===== src/rtl/mem_stage_ctrl.sv =====
// Memory stage: pass-through, single load/store to dmem, misalign/illegal/timeout errors.
// Latency: pass-through and error 1 cycle; memory ops ack cycles + 1. Backpressure: in_ready only in IDLE.
module mem_stage_ctrl #(
    parameter int ACK_TIMEOUT = 16
) (
    input  logic        clk,
    input  logic        rst_n,
    input  logic        in_valid,
    input  logic        MEM_WE,
    input  logic        MEM_REG,
    input  logic        DE_WE,
    input  logic [31:0] alu_result,
    input  logic [31:0] store_data,
    input  logic [4:0]  rd,
    output logic        in_ready,
    output logic        dmem_req,
    output logic        dmem_we,
    output logic [31:0] dmem_addr,
    output logic [31:0] dmem_wdata,
    input  logic        dmem_ack,
    input  logic [31:0] dmem_rdata,
    output logic        wb_valid,
    output logic        wb_we,
    output logic [4:0]  wb_rd,
    output logic [31:0] wb_data,
    output logic        err
);

    typedef enum logic [1:0] {
        S_IDLE = 2'd0,
        S_REQ  = 2'd1,
        S_RESP = 2'd2
    } state_t;

    localparam logic [7:0] CNT_LAST = 8'(ACK_TIMEOUT - 1);

    state_t      state_q, state_d;
    logic [7:0]  cnt_q, cnt_d;
    logic [31:0] addr_q, addr_d;
    logic [31:0] wdata_q, wdata_d;
    logic [4:0]  rd_q, rd_d;
    logic        store_q, store_d;
    logic        wb_valid_q, wb_valid_d;
    logic        wb_we_q, wb_we_d;
    logic [4:0]  wb_rd_q, wb_rd_d;
    logic [31:0] wb_data_q, wb_data_d;
    logic        err_q, err_d;

    logic accept, is_store, is_load, is_mem, aligned, mem_go, ack_hit, timeout_hit;

    assign accept      = in_valid & (state_q == S_IDLE);
    assign is_store    = MEM_WE & ~MEM_REG;
    assign is_load     = MEM_REG & ~MEM_WE;
    assign is_mem      = is_store | is_load;
    assign aligned     = (alu_result[1:0] == 2'b00);
    assign mem_go      = accept & is_mem & aligned;
    assign ack_hit     = (state_q == S_REQ) & dmem_ack;
    // Ack in the last counted cycle wins over the timeout.
    assign timeout_hit = (state_q == S_REQ) & ~dmem_ack & (cnt_q == CNT_LAST);

    always_comb begin
        state_d = state_q;
        case (state_q)
            S_IDLE:  if (mem_go) state_d = S_REQ;
            S_REQ:   if (ack_hit || timeout_hit) state_d = S_RESP;
            S_RESP:  state_d = S_IDLE;
            default: state_d = S_IDLE;
        endcase
    end

    always_comb begin
        cnt_d      = cnt_q;
        addr_d     = addr_q;
        wdata_d    = wdata_q;
        rd_d       = rd_q;
        store_d    = store_q;
        wb_valid_d = 1'b0;
        wb_we_d    = 1'b0;
        err_d      = 1'b0;
        wb_rd_d    = wb_rd_q;
        wb_data_d  = wb_data_q;
        if (mem_go) begin
            addr_d  = alu_result;
            wdata_d = store_data;
            rd_d    = rd;
            store_d = is_store;
            cnt_d   = 8'd0;
        end else if (accept && !is_mem && !(MEM_WE && MEM_REG)) begin
            wb_valid_d = 1'b1;
            wb_we_d    = DE_WE & (rd != 5'd0);
            wb_rd_d    = rd;
            wb_data_d  = alu_result;
        end else if (accept) begin
            wb_valid_d = 1'b1;
            err_d      = 1'b1;
            wb_rd_d    = rd;
            wb_data_d  = 32'd0;
        end else if (ack_hit) begin
            wb_valid_d = 1'b1;
            wb_we_d    = ~store_q & (rd_q != 5'd0);
            wb_rd_d    = rd_q;
            wb_data_d  = store_q ? 32'd0 : dmem_rdata;
        end else if (timeout_hit) begin
            wb_valid_d = 1'b1;
            err_d      = 1'b1;
            wb_rd_d    = rd_q;
            wb_data_d  = 32'd0;
        end else if (state_q == S_REQ) begin
            cnt_d = cnt_q + 8'd1;
        end
    end

    always_ff @(posedge clk or negedge rst_n) begin
        if (!rst_n) state_q <= S_IDLE;
        else        state_q <= state_d;
    end

    always_ff @(posedge clk or negedge rst_n) begin
        if (!rst_n) begin
            cnt_q      <= 8'd0;
            addr_q     <= 32'd0;
            wdata_q    <= 32'd0;
            rd_q       <= 5'd0;
            store_q    <= 1'b0;
            wb_valid_q <= 1'b0;
            wb_we_q    <= 1'b0;
            wb_rd_q    <= 5'd0;
            wb_data_q  <= 32'd0;
            err_q      <= 1'b0;
        end else begin
            cnt_q      <= cnt_d;
            addr_q     <= addr_d;
            wdata_q    <= wdata_d;
            rd_q       <= rd_d;
            store_q    <= store_d;
            wb_valid_q <= wb_valid_d;
            wb_we_q    <= wb_we_d;
            wb_rd_q    <= wb_rd_d;
            wb_data_q  <= wb_data_d;
            err_q      <= err_d;
        end
    end

    assign in_ready   = (state_q == S_IDLE);
    assign dmem_req   = (state_q == S_REQ);
    assign dmem_we    = (state_q == S_REQ) & store_q;
    assign dmem_addr  = addr_q;
    assign dmem_wdata = wdata_q;
    assign wb_valid   = wb_valid_q;
    assign wb_we      = wb_we_q;
    assign wb_rd      = wb_rd_q;
    assign wb_data    = wb_data_q;
    assign err        = err_q;

endmodule


===== config.mk =====
export PLATFORM = sky130hd
export DESIGN_NAME = mem_stage_ctrl
export DESIGN_NICKNAME = d
export VERILOG_FILES = /design/src/rtl/mem_stage_ctrl.sv
export SDC_FILE = /design/constraint.sdc
export NUM_CORES = 1
export LEC_CHECK = 0
export BUFFER_PORTS_ARGS = -buffer_cell sky130_fd_sc_hd__buf_2
export CAP_MARGIN = 20
export CORE_ASPECT_RATIO = 1.4
export CORE_MARGIN = 3
export CORE_UTILIZATION = 25
export CTS_CLUSTER_SIZE = 12
export DETAILED_ROUTE_END_ITERATION = 10
export PLACE_DENSITY = 0.45
export SETUP_SLACK_MARGIN = 0.1
export SLEW_MARGIN = 40
export SYNTH_ARGS = -nofsm -noshare
export SYNTH_HDL_FRONTEND = slang
export SYNTH_SLANG_ARGS = --single-unit

===== constraint.sdc =====
create_clock -name clk -period 2.1 [get_ports clk]
set_clock_uncertainty 0.1 [all_clocks]
set_input_delay 0.42 -clock clk [delete_from_list [all_inputs] [get_ports clk]]
set_output_delay 0.42 -clock clk [all_outputs]
set_load 0.1 [all_outputs]

After elaboration in Yosys (flattened, before gate mapping)
Cells that the tools add are included.

word-level totals
  bits in latches = 0
  logic and storage cells = 83
  RAM bits = 0
  input bits = 108
  memories kept = 0
  flip-flop bits (word level) = 120
  memory bits (read-only) = 0
  output and inout port bits = 107

cells by class
  reduce and logical (&&, ||, !) cells = 15
  add/sub/neg operators = 1
  equality and inequality tests = 8
  magnitude comparators = 0
  shifts and indexed selects = 0
  multiplexer cells = 31
  $mul = 0
  bitwise operators = 17
  div/mod/pow operators = 0

operators by type and width
  operator                                              count
  two-way mux 32 bit                                    5
  two-way mux 8 bit                                     6
  two-way mux 5 bit                                     4
  two-way mux 1 bit                                     13
  AND 1 bit                                             11
  nonzero test 5 bit                                    2
  adder 8 x 1 -> 8 bit (second input constant)          1
  equality test 8 x 4 -> 1 bit (second input constant)  1
  != test 2 x 1 -> 1 bit (second input constant)        3
  != test 2 bit (second input constant)                 3
  NOT 1 bit                                             5
  AND reduction 5 bit                                   1
  zero test 2 bit                                       2
  two-way mux 2 bit                                     2
  one-hot mux 2 bit (2 select lines)                    1
  AND reduction 2 bit                                   2
  nonzero test 4 bit                                    1
  logical AND 1 bit                                     3
  equality test 2 x 1 -> 1 bit (second input constant)  1
  zero test 1 bit                                       2
  nonzero test 2 bit                                    1
  logical OR 1 bit                                      1
  OR 1 bit                                              1

Logic depth before layout (Yosys ltp)
  depth in word-level cells = 8
  depth in mapped cells = 8
  mapped depth without buffers = 6

Worst setup path before layout
OpenSTA, ideal clock, no wires.

  kind = flip-flop to output port
  start point = reg state_q[1]
  end point = out dmem_we
  path slack = -1.263 ns
  arrival = 2.843 ns
  stages on the path, launching flop included = 3
  data required time = 1.580 ns
  path through = dfrtp_1 nor2b_1 and2_1

between the ends
  longest elaborated chain between the ends = 2

ends and longest elaborated chain
  element                       line  text
  start, declared               37    state_t state_q, state_d;
  start signal, assigned        115   else state_q <= state_d;
  equality test 2 x 1 -> 1 bit  --
  net dmem_req                  16    output logic dmem_req,
  AND 1 bit                     146   assign dmem_we = (state_q == S_REQ) & store_q;
  end, declared                 17    output logic dmem_we,

The timed path passes the listed nets, and every way through them passes these cells.

Final worst setup path
  start point = reg cnt_q[4]
  end point = reg wb_data_q[19] (netlist: wb_data[19])

between the ends
  longest elaborated chain between the ends = 4

ends and longest elaborated chain
  element                        line  text
  start, declared                38    logic [7:0] cnt_q, cnt_d;
  start signal, assigned         131   cnt_q <= cnt_d;
  equality test 8 x 4 -> 1 bit   59    assign timeout_hit = (state_q == S_REQ) & ~dmem_ack & (cnt_q == CNT_LAST);
  AND 1 bit                      59
  nonzero test 4 bit (no line)   --
  AND reduction 2 bit (no line)  --
  end signal, assigned           139   wb_data_q <= wb_data_d;
  end, declared                  46    logic [31:0] wb_data_q, wb_data_d;

Every way passes these cells.
A chain may end at the register's enable or synchronous reset.

==> flow_summary.yaml <==
grt:
  grt_max_degree: 53
  grt_antenna_before_repair: 0
  grt_first_pass_wirelength_um: 22600
  overflow: 0
  track_usage: 0.133
  grt_pass1_vias: 4268
logic_synthesis:
  synth_top_family_by_area: "multiplexers"
  ys.flop_type: "dfrtp_1"
  synth_fa_ha_area_frac: 0.00756
  synth_compound_area_frac: 0.136
  syn-num-nets: 458
  muxShareOfSynthArea: 0.171
  yosys_warnings: 0
  synthCells: 347
  synthTopCellsByCount: "dfrtp_1 (120), mux2_2 (58), a21o_1 (32), a22o_1 (32), nand2_1 (19)"
  yosysUniqueCellTypes: 41
  avgSynthCellArea_um2: 14.3
  yosysTopAreaCell: "dfrtp_1"
  synth-xor-area-share: 0
  async_reset_ff_frac: 1.00
  synth.most_common_cell: "dfrtp_1"
  synth_edf_count: 0
  synth.top_cell.area_share: 0.605
  synth_area_leaders: "dfrtp_1 (60%), mux2_2 (13%), a22o_1 (5.6%)"
  ys_ff_latch: 120
  synth_area_um2: 4960
  yosys.area_share.simple: 0.0479
  ys_seq_area_frac: 0.605
timing:
  setup_tns_ns: 0
  layout_setup_ws_ns: 0.169
  clock.fmax_ghz: 0.518
  setup_viol: 0
  finalCritPeriodShare: 0.919
  worst_slew_pin_slew_ns: 0.509
  slew_headroom: 0.663
  hold_violations: 0
  hold_ws_ns: 0.119
  rsz0062_at_grt: "true"
  drv_slew: 0
  period_minus_slack_ns: 1.93
drt:
  routed_wl_um: 14000
  dr.pass1.iters: 4
  drc: 0
  viasPerCell: 4.47
  drtIter0Drc: 121
  wl_per_cell_um: 16.5
  drtAntennaViolNets: 0
  vias: 3812
pwr:
  peakVddDrop_mv: 0.773
  powerDensity_nw_per_um2: 1510
  p_leak_nw: 3.82
setup_path:
  cp_slowest_stage_delay_ns: 0.55
  reg2reg_from: "cnt_q[4]$_DFFE_PN0P_"
  start_kind: "flip-flop"
  critPathTopFamily: "simple AND/OR/NAND/NOR gates"
  ff2ff_path_depth: 6
  endpoint: "wb_data[19]$_DFFE_PN0P_"
  cp_cell_sequence: "or4_4 -> nor2_4 -> a21oi_4 -> buf_12 -> buf_6 -> a21o_1"
  crit_path_end_kind: "flip-flop"
  path_buf_inv: 2
  slowest_stage: "or4_4"
  r2r_slack_ns: 0.17
  reg2reg_to: "wb_data[19]$_DFFE_PN0P_"
  cp_max_fo: 11
  cp_data_arrival_time_ns: 2.13
  critical_path_class: "flip-flop to flip-flop"
  required_ns: 2.30
  startpoint: "cnt_q[4]$_DFFE_PN0P_"
  path_depth: 6
clocking:
  path_clk_slew_ns: 0.06
  clockBufferDepth: 2
  worstSkewPairLatency_ns: 0.41
  cts_sinks: 120
  cts_tree: "yes"
  cts_htree_levels: 4
  clockRootBuffer: "clkbuf_16"
  numCtsBuffers: 17
place:
  gp_congestion: 0.778
  dp_cells: 814
  post-dp-hpwl_um: 10500
  dpl_worst_slack_ns: -0.0524
  dpl_cell_area_um2: 6540
  port_buffers: 214
layout:
  syn_to_final_growth_pct: 44.8
  layout-drive-gt1-share: 0.584
  final_cell_count_no_fill: 852
  multiInputGateArea_um2: 1830
  nNetsFinal: 702
  n_antenna_cell: 0
  regArea_um2: 3000
  fin_area_um2: 7190
  nFillCells: 1956
die:
  die_y_um: 173
  rows: 60
  chipWidth_um: 125
  core_um2: 19400
  io_pins: 215
  start_util: 0.256
  die_area_um2: 21600
flow_run:
  maxCapViolCount: 0
run_status:
  status: "completed"
min_path:
  hold_path_class: "primary input to flip-flop"
cells by family after synthesis:
family / count (synthesis)
fa+ha+maj: 3
compound gates: 85
buf+inv: 24
simple gates: 41
mux: 74
flops: 120
layout make-up:
type,count,area share
flip-flops and latches,120,0.418
multi-input cells,203,0.255
repair buffers,246,0.201
clock buffers,17,0.0592
well taps,248,0.0432
clock inverters,15,0.0214
inverters,3,0.00157
what timing repair did:
item                                   in CTS  in global routing
pin swaps                                   1                  3
setup endpoints to repair                   3                 13
endpoints found under the hold margin      29                  0
resized for setup                           4                  3
hold buffers                                1                  0
buffers inserted                            1                  4
report_power, final:
part | leakage (nW) | internal [mW] | switching, mW
Sequential | 1.50 | 2.82 | 0.266
Combinational | 2.06 | 0.881 | 4.07
Clock | 0.264 | 1.74 | 1.09
Total | 3.82 | 5.45 | 5.43
flip-flops by register name (all words and copies together) (netlist names):
| signal | count |
|---|---|
| cnt_q | 8 |
| dmem_addr | 32 |
| dmem_wdata | 32 |
| err | 1 |
| rd_q | 5 |
| state_q | 2 |
| store_q | 1 |
| wb_data | 32 |
| wb_rd | 5 |
| wb_valid | 1 |
| wb_we | 1 |
layer usage:
| layer | vias to the layer above | wire (µm) | track usage |
|---|---|---|---|
| met2 | 147 | 7090 | 0.227 |
| li1 | 1767 | - | - |
| met3 | 17 | 1020 | 0.0445 |
| met4 | 0 | 260 | 0.0579 |
| met5 | - | 0 | 0 |
| met1 | 1881 | 5650 | 0.149 |
through the flow:
| stage | utilization | total power, mW |
|---|---|---|
| 3_3_place_gp | 0.338 | 8.06 |
| 3_5_place_dp | 0.338 | 8.11 |
| 5_1_grt | 0.371 | 11.3 |
| 2_1_floorplan | - | 7.16 |
| 6_report | 0.371 | 10.9 |
| 4_1_cts | 0.369 | 11.0 |
worst min-delay path by stage:
stage	startpoint	endpoint	slack (ns)	cells after the start
after floorplan	rst_n	cnt_q[0]$_DFFE_PN0P_	0.02	0
after global placement	rst_n	dmem_addr[30]$_DFFE_PN0N_	0.30	1
after detailed placement	rst_n	dmem_addr[30]$_DFFE_PN0N_	0.30	1
after CTS	store_data[0]	dmem_wdata[0]$_DFFE_PN0N_	0.1	2
after global routing	store_data[0]	dmem_wdata[0]$_DFFE_PN0N_	0.11	2
final	store_data[0]	dmem_wdata[0]$_DFFE_PN0N_	0.12	2
cell usage in the layout, fill, tap and decap left out, types with 2 or more instances in the layout:
cell type / netlist / routed
a21o_1: 32 / 32
ha_1: 3 / 3
buf_4: 3 / 23
o41ai_1: 2 / 2
mux2_1: 10 / 10
buf_2: 3 / 210
inv_1: 3 / 3
buf_12: 0 / 9
a21oi_1: 2 / 2
clkbuf_16: 0 / 17
o211ai_1: 5 / 5
o31ai_1: 4 / 4
bufinv_16: 0 / 2
a22o_1: 32 / 32
mux2_4: 5 / 5
nand2_1: 19 / 19
and2_1: 3 / 2
dfrtp_1: 120 / 119
inv_6: 0 / 2
clkinvlp_4: 0 / 7
nand3_1: 4 / 4
o311ai_0: 2 / 2
buf_6: 7 / 3
or4_1: 2 / 2
mux2_2: 58 / 58
clkinv_2: 0 / 3
o21ai_0: 2 / 2
Power figures use the tool's default switching activity.
